==> src/rtl/i2c_slave_regs.sv <==
// I2C target with an 8-byte register bank, a host port and auto-increment.
// Define I2C_S_GLITCH_FILTER_EN to add a 3-sample majority filter.
module i2c_slave_regs #(
  parameter logic [6:0] SLAVE_ADDR = 7'h42,
  parameter int         NREGS_LOG2 = 3
) (
  input  logic                  clk,
  input  logic                  reset,
  input  logic                  scl_i,
  input  logic                  sda_i,
  output logic                  sda_oe,
  input  logic                  cs,
  input  logic                  write,
  input  logic [NREGS_LOG2-1:0] reg_addr,
  input  logic [7:0]            wr_data,
  output logic [7:0]            rd_data,
  output logic                  busy,
  output logic                  wr_evt,
  output logic [NREGS_LOG2-1:0] wr_evt_addr
);

  localparam int NREGS = 1 << NREGS_LOG2;
  localparam logic [NREGS_LOG2-1:0] PTR_ONE = 1;

  typedef enum logic [3:0] {
    IDLE,
    ADDR,
    ADDR_ACK,
    PTR,
    WR_BYTE,
    WR_ACK,
    RD_BYTE,
    RD_ACK,
    WAIT_STOP
  } state_t;

  logic [1:0] scl_sy;
  logic [1:0] sda_sy;
  logic       scl_c;
  logic       sda_c;
  logic       scl_d;
  logic       sda_d;
  logic [4:0] prime;

  // two-flop synchronizers, idle-high after reset
  always_ff @(posedge clk or negedge reset) begin
    if (!reset) begin
      scl_sy <= 2'b11;
      sda_sy <= 2'b11;
    end else begin
      scl_sy <= {scl_sy[0], scl_i};
      sda_sy <= {sda_sy[0], sda_i};
    end
  end

`ifdef I2C_S_GLITCH_FILTER_EN
  logic [1:0] scl_h;
  logic [1:0] sda_h;

  // majority of three consecutive samples rejects 1-clk pulses
  always_ff @(posedge clk or negedge reset) begin
    if (!reset) begin
      scl_h <= 2'b11;
      sda_h <= 2'b11;
      scl_c <= 1'b1;
      sda_c <= 1'b1;
    end else begin
      scl_h <= {scl_h[0], scl_sy[1]};
      sda_h <= {sda_h[0], sda_sy[1]};
      scl_c <= (scl_sy[1] & scl_h[0]) |
               (scl_sy[1] & scl_h[1]) |
               (scl_h[0] & scl_h[1]);
      sda_c <= (sda_sy[1] & sda_h[0]) |
               (sda_sy[1] & sda_h[1]) |
               (sda_h[0] & sda_h[1]);
    end
  end
`else
  assign scl_c = scl_sy[1];
  assign sda_c = sda_sy[1];
`endif

  // edge reference copies; prime masks edges until the pipe holds real pin data
  always_ff @(posedge clk or negedge reset) begin
    if (!reset) begin
      scl_d <= 1'b1;
      sda_d <= 1'b1;
      prime <= '0;
    end else begin
      scl_d <= scl_c;
      sda_d <= sda_c;
      prime <= {prime[3:0], 1'b1};
    end
  end

  logic scl_rise;
  logic scl_fall;
  logic start;
  logic stop;

  assign scl_rise = prime[4] & scl_c & ~scl_d;
  assign scl_fall = prime[4] & ~scl_c & scl_d;
  assign start = prime[4] & scl_c & scl_d & sda_d & ~sda_c;
  assign stop = prime[4] & scl_c & scl_d & ~sda_d & sda_c;

  logic [7:0]            regs [NREGS];
  state_t                state;
  state_t                state_n;
  logic [3:0]            cnt;
  logic [3:0]            cnt_n;
  logic [7:0]            sh;
  logic [7:0]            sh_n;
  logic [7:0]            tx;
  logic [7:0]            tx_n;
  logic [NREGS_LOG2-1:0] ptr;
  logic [NREGS_LOG2-1:0] ptr_n;
  logic                  drv;
  logic                  drv_n;
  logic                  busy_n;
  logic                  we;
  logic [7:0]            sh_in;

  assign sh_in = {sh[6:0], sda_c};
  assign rd_data = regs[reg_addr];

  // protocol state register; sda_oe trails drv by one clk
  always_ff @(posedge clk or negedge reset) begin
    if (!reset) begin
      state  <= IDLE;
      cnt    <= '0;
      sh     <= '0;
      tx     <= '0;
      ptr    <= '0;
      drv    <= 1'b0;
      busy   <= 1'b0;
      sda_oe <= 1'b0;
    end else begin
      state  <= state_n;
      cnt    <= cnt_n;
      sh     <= sh_n;
      tx     <= tx_n;
      ptr    <= ptr_n;
      drv    <= drv_n;
      busy   <= busy_n;
      sda_oe <= drv;
    end
  end

  // next-state: bits counted on SCL rise, decisions taken on SCL fall
  always_comb begin
    state_n = state;
    cnt_n   = cnt;
    sh_n    = sh;
    tx_n    = tx;
    ptr_n   = ptr;
    drv_n   = drv;
    busy_n  = busy;
    we      = 1'b0;
    if (stop) begin
      state_n = IDLE;
      drv_n   = 1'b0;
      busy_n  = 1'b0;
    end else if (start) begin
      state_n = ADDR;
      cnt_n   = '0;
      drv_n   = 1'b0;
    end else begin
      unique case (state)
        ADDR, PTR, WR_BYTE: begin
          if (scl_rise) begin
            sh_n  = sh_in;
            cnt_n = cnt + 4'd1;
            if (cnt == 4'd7 && state == PTR)
              ptr_n = sh_in[NREGS_LOG2-1:0];
            if (cnt == 4'd7 && state == WR_BYTE) begin
              we    = 1'b1;
              ptr_n = ptr + PTR_ONE;
            end
          end else if (scl_fall && cnt == 4'd8) begin
            cnt_n = '0;
            if (state != ADDR) begin
              state_n = WR_ACK;
              drv_n   = 1'b1;
            end else if (sh[7:1] == SLAVE_ADDR) begin
              state_n = ADDR_ACK;
              drv_n   = 1'b1;
              busy_n  = 1'b1;
            end else begin
              state_n = WAIT_STOP;
            end
          end
        end
        ADDR_ACK: begin
          if (scl_rise) begin
            cnt_n = 4'd1;
          end else if (scl_fall && cnt == 4'd1) begin
            cnt_n = '0;
            if (sh[0]) begin
              state_n = RD_BYTE;
              tx_n    = regs[ptr];
              drv_n   = ~regs[ptr][7];
            end else begin
              state_n = PTR;
              drv_n   = 1'b0;
            end
          end
        end
        WR_ACK: begin
          if (scl_rise) begin
            cnt_n = 4'd1;
          end else if (scl_fall && cnt == 4'd1) begin
            cnt_n   = '0;
            state_n = WR_BYTE;
            drv_n   = 1'b0;
          end
        end
        RD_BYTE: begin
          if (scl_rise) begin
            cnt_n = cnt + 4'd1;
          end else if (scl_fall && cnt == 4'd8) begin
            cnt_n   = '0;
            state_n = RD_ACK;
            drv_n   = 1'b0;
            ptr_n   = ptr + PTR_ONE;
          end else if (scl_fall && cnt != 4'd0) begin
            tx_n  = {tx[6:0], tx[7]};
            drv_n = ~tx[6];
          end
        end
        RD_ACK: begin
          if (scl_rise) begin
            cnt_n = 4'd1;
            sh_n  = sh_in;
          end else if (scl_fall && cnt == 4'd1) begin
            cnt_n = '0;
            if (!sh[0]) begin
              state_n = RD_BYTE;
              tx_n    = regs[ptr];
              drv_n   = ~regs[ptr][7];
            end else begin
              state_n = WAIT_STOP;
            end
          end
        end
        IDLE, WAIT_STOP: begin
          drv_n = 1'b0;
        end
        default: begin
          state_n = IDLE;
          drv_n   = 1'b0;
        end
      endcase
    end
  end

  // register bank: host write is applied last so it wins a same-clk clash
  always_ff @(posedge clk or negedge reset) begin
    if (!reset) begin
      for (int i = 0; i < NREGS; i++)
        regs[i] <= '0;
      wr_evt      <= 1'b0;
      wr_evt_addr <= '0;
    end else begin
      wr_evt <= we;
      if (we) begin
        wr_evt_addr <= ptr;
        regs[ptr]   <= sh_in;
      end
      if (cs && write)
        regs[reg_addr] <= wr_data;
    end
  end

endmodule

==> config.mk <==
export PLATFORM = sky130hd
export DESIGN_NAME = i2c_slave_regs
export DESIGN_NICKNAME = d
export VERILOG_FILES = /design/src/rtl/i2c_slave_regs.sv
export SDC_FILE = /design/constraint.sdc
export NUM_CORES = 1
export LEC_CHECK = 0
export ABC_AREA = 0
export CORE_MARGIN = 2
export CORE_UTILIZATION = 55
export DETAILED_ROUTE_END_ITERATION = 6
export PLACE_DENSITY_LB_ADDON = 0.15
export SLEW_MARGIN = 20
export SYNTH_ARGS = -nofsm -noshare
export SYNTH_HDL_FRONTEND = slang
export SYNTH_SLANG_ARGS = --single-unit
==> constraint.sdc <==
create_clock -name clk -period 5.9 [get_ports clk]
set_clock_uncertainty 0.1 [all_clocks]
set_input_delay 0.59 -clock clk [delete_from_list [all_inputs] [get_ports clk]]
set_output_delay 0.59 -clock clk [all_outputs]
set_load 0.01 [all_outputs]
* After elaboration in Yosys (flattened, before gate mapping)
Cells that the tools add are included.
** Word-level totals
- Register bits :: 109
- Bits of input ports :: 17
- Output and inout bits :: 14
** Operators by class
- $add $sub $neg :: 2
- $lt $le $gt $ge :: 4
- Eq/ne operators :: 44
- Muxes and demuxes :: 82
- Bitwise gates (word level) :: 19
- Reductions and logical operators :: 28
** Operators with widths (number)
- $bwmux 64 :: 2
- $mux 64 :: 2
- $mux 8 :: 15
- $mux 4 :: 20
- $bmux 8 s3 :: 2
- $demux 8 s3 :: 2
- $ne 4x4->1 const B :: 11
- $mux 1 :: 28
- $ne 2x2->1 const B :: 12
- $pmux 4 s6 :: 1
- $pmux 8 s3 :: 1
- $reduce_and 12->1 :: 2
- $eq 4x3->1 const B :: 5
- $mux 3 :: 6
- $ne 4x1->1 const B :: 3
- $reduce_and 11->1 :: 1
- $ne 5x5->1 const B :: 2
- $and 1x1->1 :: 9
- $eq 4x1->1 const B :: 2
- $eq 4x2->1 const B :: 2
- $eq 4x4->1 const B :: 2
- $ge 4x4->1 const B :: 2
- $logic_and 1x1->1 :: 8
- $lt 4x1->1 const B :: 2
- other kinds (20) :: 37

* Logic depth before layout (Yosys ltp)
- Word-level depth :: 11
- Gate-level depth with buffers :: 7

* Least setup slack after synthesis
No wires, ideal clock.
- Path kind :: input to output
- Start :: input port reg_addr[0]
- End :: output port rd_data[0]
- Arrival :: 1.932 ns
- Slack :: 3.278 ns
- Stages :: 4
- Cell sequence :: buf_2 buf_2 mux4_2 mux2_2
** On the way
- Word-level cells in the longest chain between the ends :: 4
** RTL lines
- start, declared :: line 14 : input logic [NREGS_LOG2-1:0] reg_addr,
- $not 3->4 (not written as such) :: line 124 : assign rd_data = regs[reg_addr];
- $bmux 8 s3 :: line 124
- $mux 8 (not written as such) (2 in a row) :: line 124
- end, declared :: line 16 : output logic [7:0] rd_data,
Every way passes these cells. The select of a mux whose other input is x is not followed.

* Worst setup path after layout
- Start :: input port reg_addr[2]
- End :: output port rd_data[7]
The elaborated chain is that of the path after synthesis.

==> impl_metrics.env <==
export IMPL_status="finished clean"
export IMPL_cts_tree="done"
export IMPL_coreArea_um2=11400
export IMPL_critPathArrivalTime_ns=2.64
export IMPL_grt_pass1_wl_um=26200
export IMPL_power_density_nw_per_um2=268
export IMPL_setup_viol=0
export IMPL_slew_headroom=0.306
export IMPL_n_antenna_cell=0
export IMPL_synth_cells=601
export IMPL_cp_required_ns=5.21
export IMPL_drive_gt1_frac=0.167
export IMPL_fin_crit_sh=0.565
export IMPL_cp_start_kind="primary input"
export IMPL_syn_nets=622
export IMPL_clock_latency_ns=0.36
export IMPL_h_tree_depth=3
export IMPL_synth_seq_cells=109
export IMPL_end_kind="primary output"
export IMPL_hp_class="primary input to async pin"
export IMPL_die_h_um=112
export IMPL_num_rows=39
export IMPL_io_pins=31
export IMPL_fillCellCount=978
export IMPL_ant_nets=0
export IMPL_dpl_cell_area_um2=6710
export IMPL_drtIter0Drc=437
export IMPL_dieArea_um2=12600
export IMPL_crit_chain="clkdlybuf4s50_1 > buf_4 > mux4_2 > mux2_2 > clkdlybuf4s50_1"
export IMPL_hold_buffers=0
export IMPL_grt_max_degree=75
export IMPL_cts_sinks=109
export IMPL_endpoint="rd_data[7]"
export IMPL_gp_congestion=0.871
export IMPL_drc_errors=0
export IMPL_p_leak_uw=0.00292
export IMPL_clockBufferDepth=2
export IMPL_post_cts_setup_buffers=0
export IMPL_numCtsBuffers=9
export IMPL_setup_slack_ns=2.57
export IMPL_floorplan_initialDensity=0.565
export IMPL_timing_hold_ws_ns=0.0764
export IMPL_synth_edf_count=0
export IMPL_hpwl_um=10700
export IMPL_startpoint="reg_addr[2]"
export IMPL_synthesis_area_um2=6450
export IMPL_r2r_cells=5
export IMPL_synth_main_ff_cell="dfrtp_1"
export IMPL_grt_pass1_vias=4731
export IMPL_vdd_drop_max_uv=207
export IMPL_vias_per_cell=6.44
export IMPL_wl_per_cell_um=21.4
export IMPL_timing_rr_end="regs[63]"
export IMPL_path_common_cell="clkdlybuf4s50_1"
export IMPL_antenna_found_initial=0
export IMPL_rsz0062_at_grt="false"
export IMPL_crit_path_max_fanout=21
export IMPL_num_vias=4782
export IMPL_slowest_delay_ns=0.54
export IMPL_yosysWarnings=0
export IMPL_syn_avg_cell_area_um2=10.7
export IMPL_crit_slowest_cell="mux4_2"
export IMPL_finalNetCount=616
export IMPL_grt_ovfl_total=0
export IMPL_drv_cap=0
export IMPL_yosys_cell_types_count=62
export IMPL_multi_input_comb_area_um2=3430
export IMPL_crit_type="primary input to primary output"
export IMPL_ys_seq_area_frac=0.424
export IMPL_r2r_start="state[2]"
export IMPL_drt_total_wl_um=15900
export IMPL_slew_viol_final=0
export IMPL_tightest_slew_ns=1.04
export IMPL_grt_usage=0.269
export IMPL_post_place_ws_ns=2.57
export IMPL_portBuffers=30
export IMPL_seqCellArea_um2=2740
export IMPL_area_growth_pct=8.60
export IMPL_final_area_um2=7000
export IMPL_hold_viol_final=0
export IMPL_fmax_mhz=300
export IMPL_cts_root_buf="clkbuf_16"
export IMPL_cts_clk_slew_worst_paths_ns=0.07
export IMPL_cts_resized=0
export IMPL_die_w_um=112
export IMPL_dr_pass1_iters=5
export IMPL_synthArstFlopShare=1.00
export IMPL_post_route_min_period_ns=3.33
export IMPL_fin_tns_setup_ns=0
export IMPL_ff2ff_setup_slack_ns=3.07
export IMPL_finish_utilization=0.613
-- synthesized netlist by cell type (7+ instances only) --
| cell | instances | area, um^2 |
|---|---|---|
| nor2_1 | 30 | 113 |
| mux4_2 | 32 | 721 |
| clkbuf_1 | 24 | 90.1 |
| nand2b_1 | 9 | 56.3 |
| a21oi_1 | 24 | 120 |
| nand3_1 | 7 | 35.0 |
| buf_2 | 13 | 65.1 |
| o21ai_0 | 53 | 265 |
| dfrtp_1 | 103 | 2580 |
| o21ai_1 | 12 | 60.1 |
| mux2_2 | 28 | 315 |
| or3_1 | 7 | 43.8 |
| mux2i_1 | 75 | 751 |
| nand2_1 | 74 | 278 |
| inv_1 | 7 | 26.3 |
-- cell type report --
type	instances	area share
Multi-Input combinational cell	430	0.490
Sequential cell	109	0.391
Timing Repair Buffer	36	0.0482
Clock buffer	13	0.0372
Tap cell	143	0.0255
Inverter	9	0.00482
Clock inverter	3	0.00393
-- cell families after synthesis --
kind of cell	Yosys count	synth area share
other cells	1	0.000582
flops	109	0.424
compound gates	123	0.112
xor+xnor	1	0.00136
fa+ha+maj	4	0.00776
buf+inv	62	0.0448
simple gates	166	0.132
mux	135	0.277
-- state kept, by name (all words and copies together) (netlist names), 2 cells and up --
register and cells:
cnt 4, prime 5, ptr 3, regs 64
scl_sy 2, sda_sy 2, sh 8, state 4
tx 8, wr_evt_addr 3
-- layout by cell type, fill, tap and decap left out, types with 12 or more instances in the layout --
| cell type | instances |
|---|---|
| o21ai_1 | 12 |
| dfrtp_1 | 103 |
| mux2i_1 | 75 |
| mux2_2 | 28 |
| nor2_1 | 28 |
| a21oi_1 | 24 |
| mux4_2 | 32 |
| clkdlybuf4s50_1 | 28 |
| nand2_1 | 74 |
| o21ai_0 | 53 |
-- metrics by stage --
stage	std cells	power, uW
2_1_floorplan	601	1170
3_3_place_gp	727	1280
3_5_place_dp	727	1300
4_1_cts	743	1890
5_1_grt	743	1970
6_report	743	1880
-- power breakdown --
part / internal, uW / switching (uW)
combinational: 198 / 139
sequential: 855 / 94.4
clock: 315 / 277
total: 1370 / 511
-- critical path: cells and delay by family --
kind / cells / cell delay [ns]
buf+inv: 3 / 1.24
mux: 2 / 0.81
-- worst min-delay path by stage --
stage                     to      from  slack, ns  cells after the start
global placement    prime[2]  prime[1]       0.23                      0
detailed placement  prime[3]  prime[2]       0.24                      0
finish                wr_evt     reset       0.08                      1
global route          wr_evt     reset       0.12                      1
floorplan               busy     reset       0.19                      0
CTS                   cnt[2]     reset       0.10                      1
-- layer usage --
layer,share of wire,global-route usage
met1,0.44,0.393
met2,0.48,0.407
met3,0.062,0.0589
met4,0.023,0.0829
met5,0,0
No activity file was read; power rests on OpenSTA's default activity.
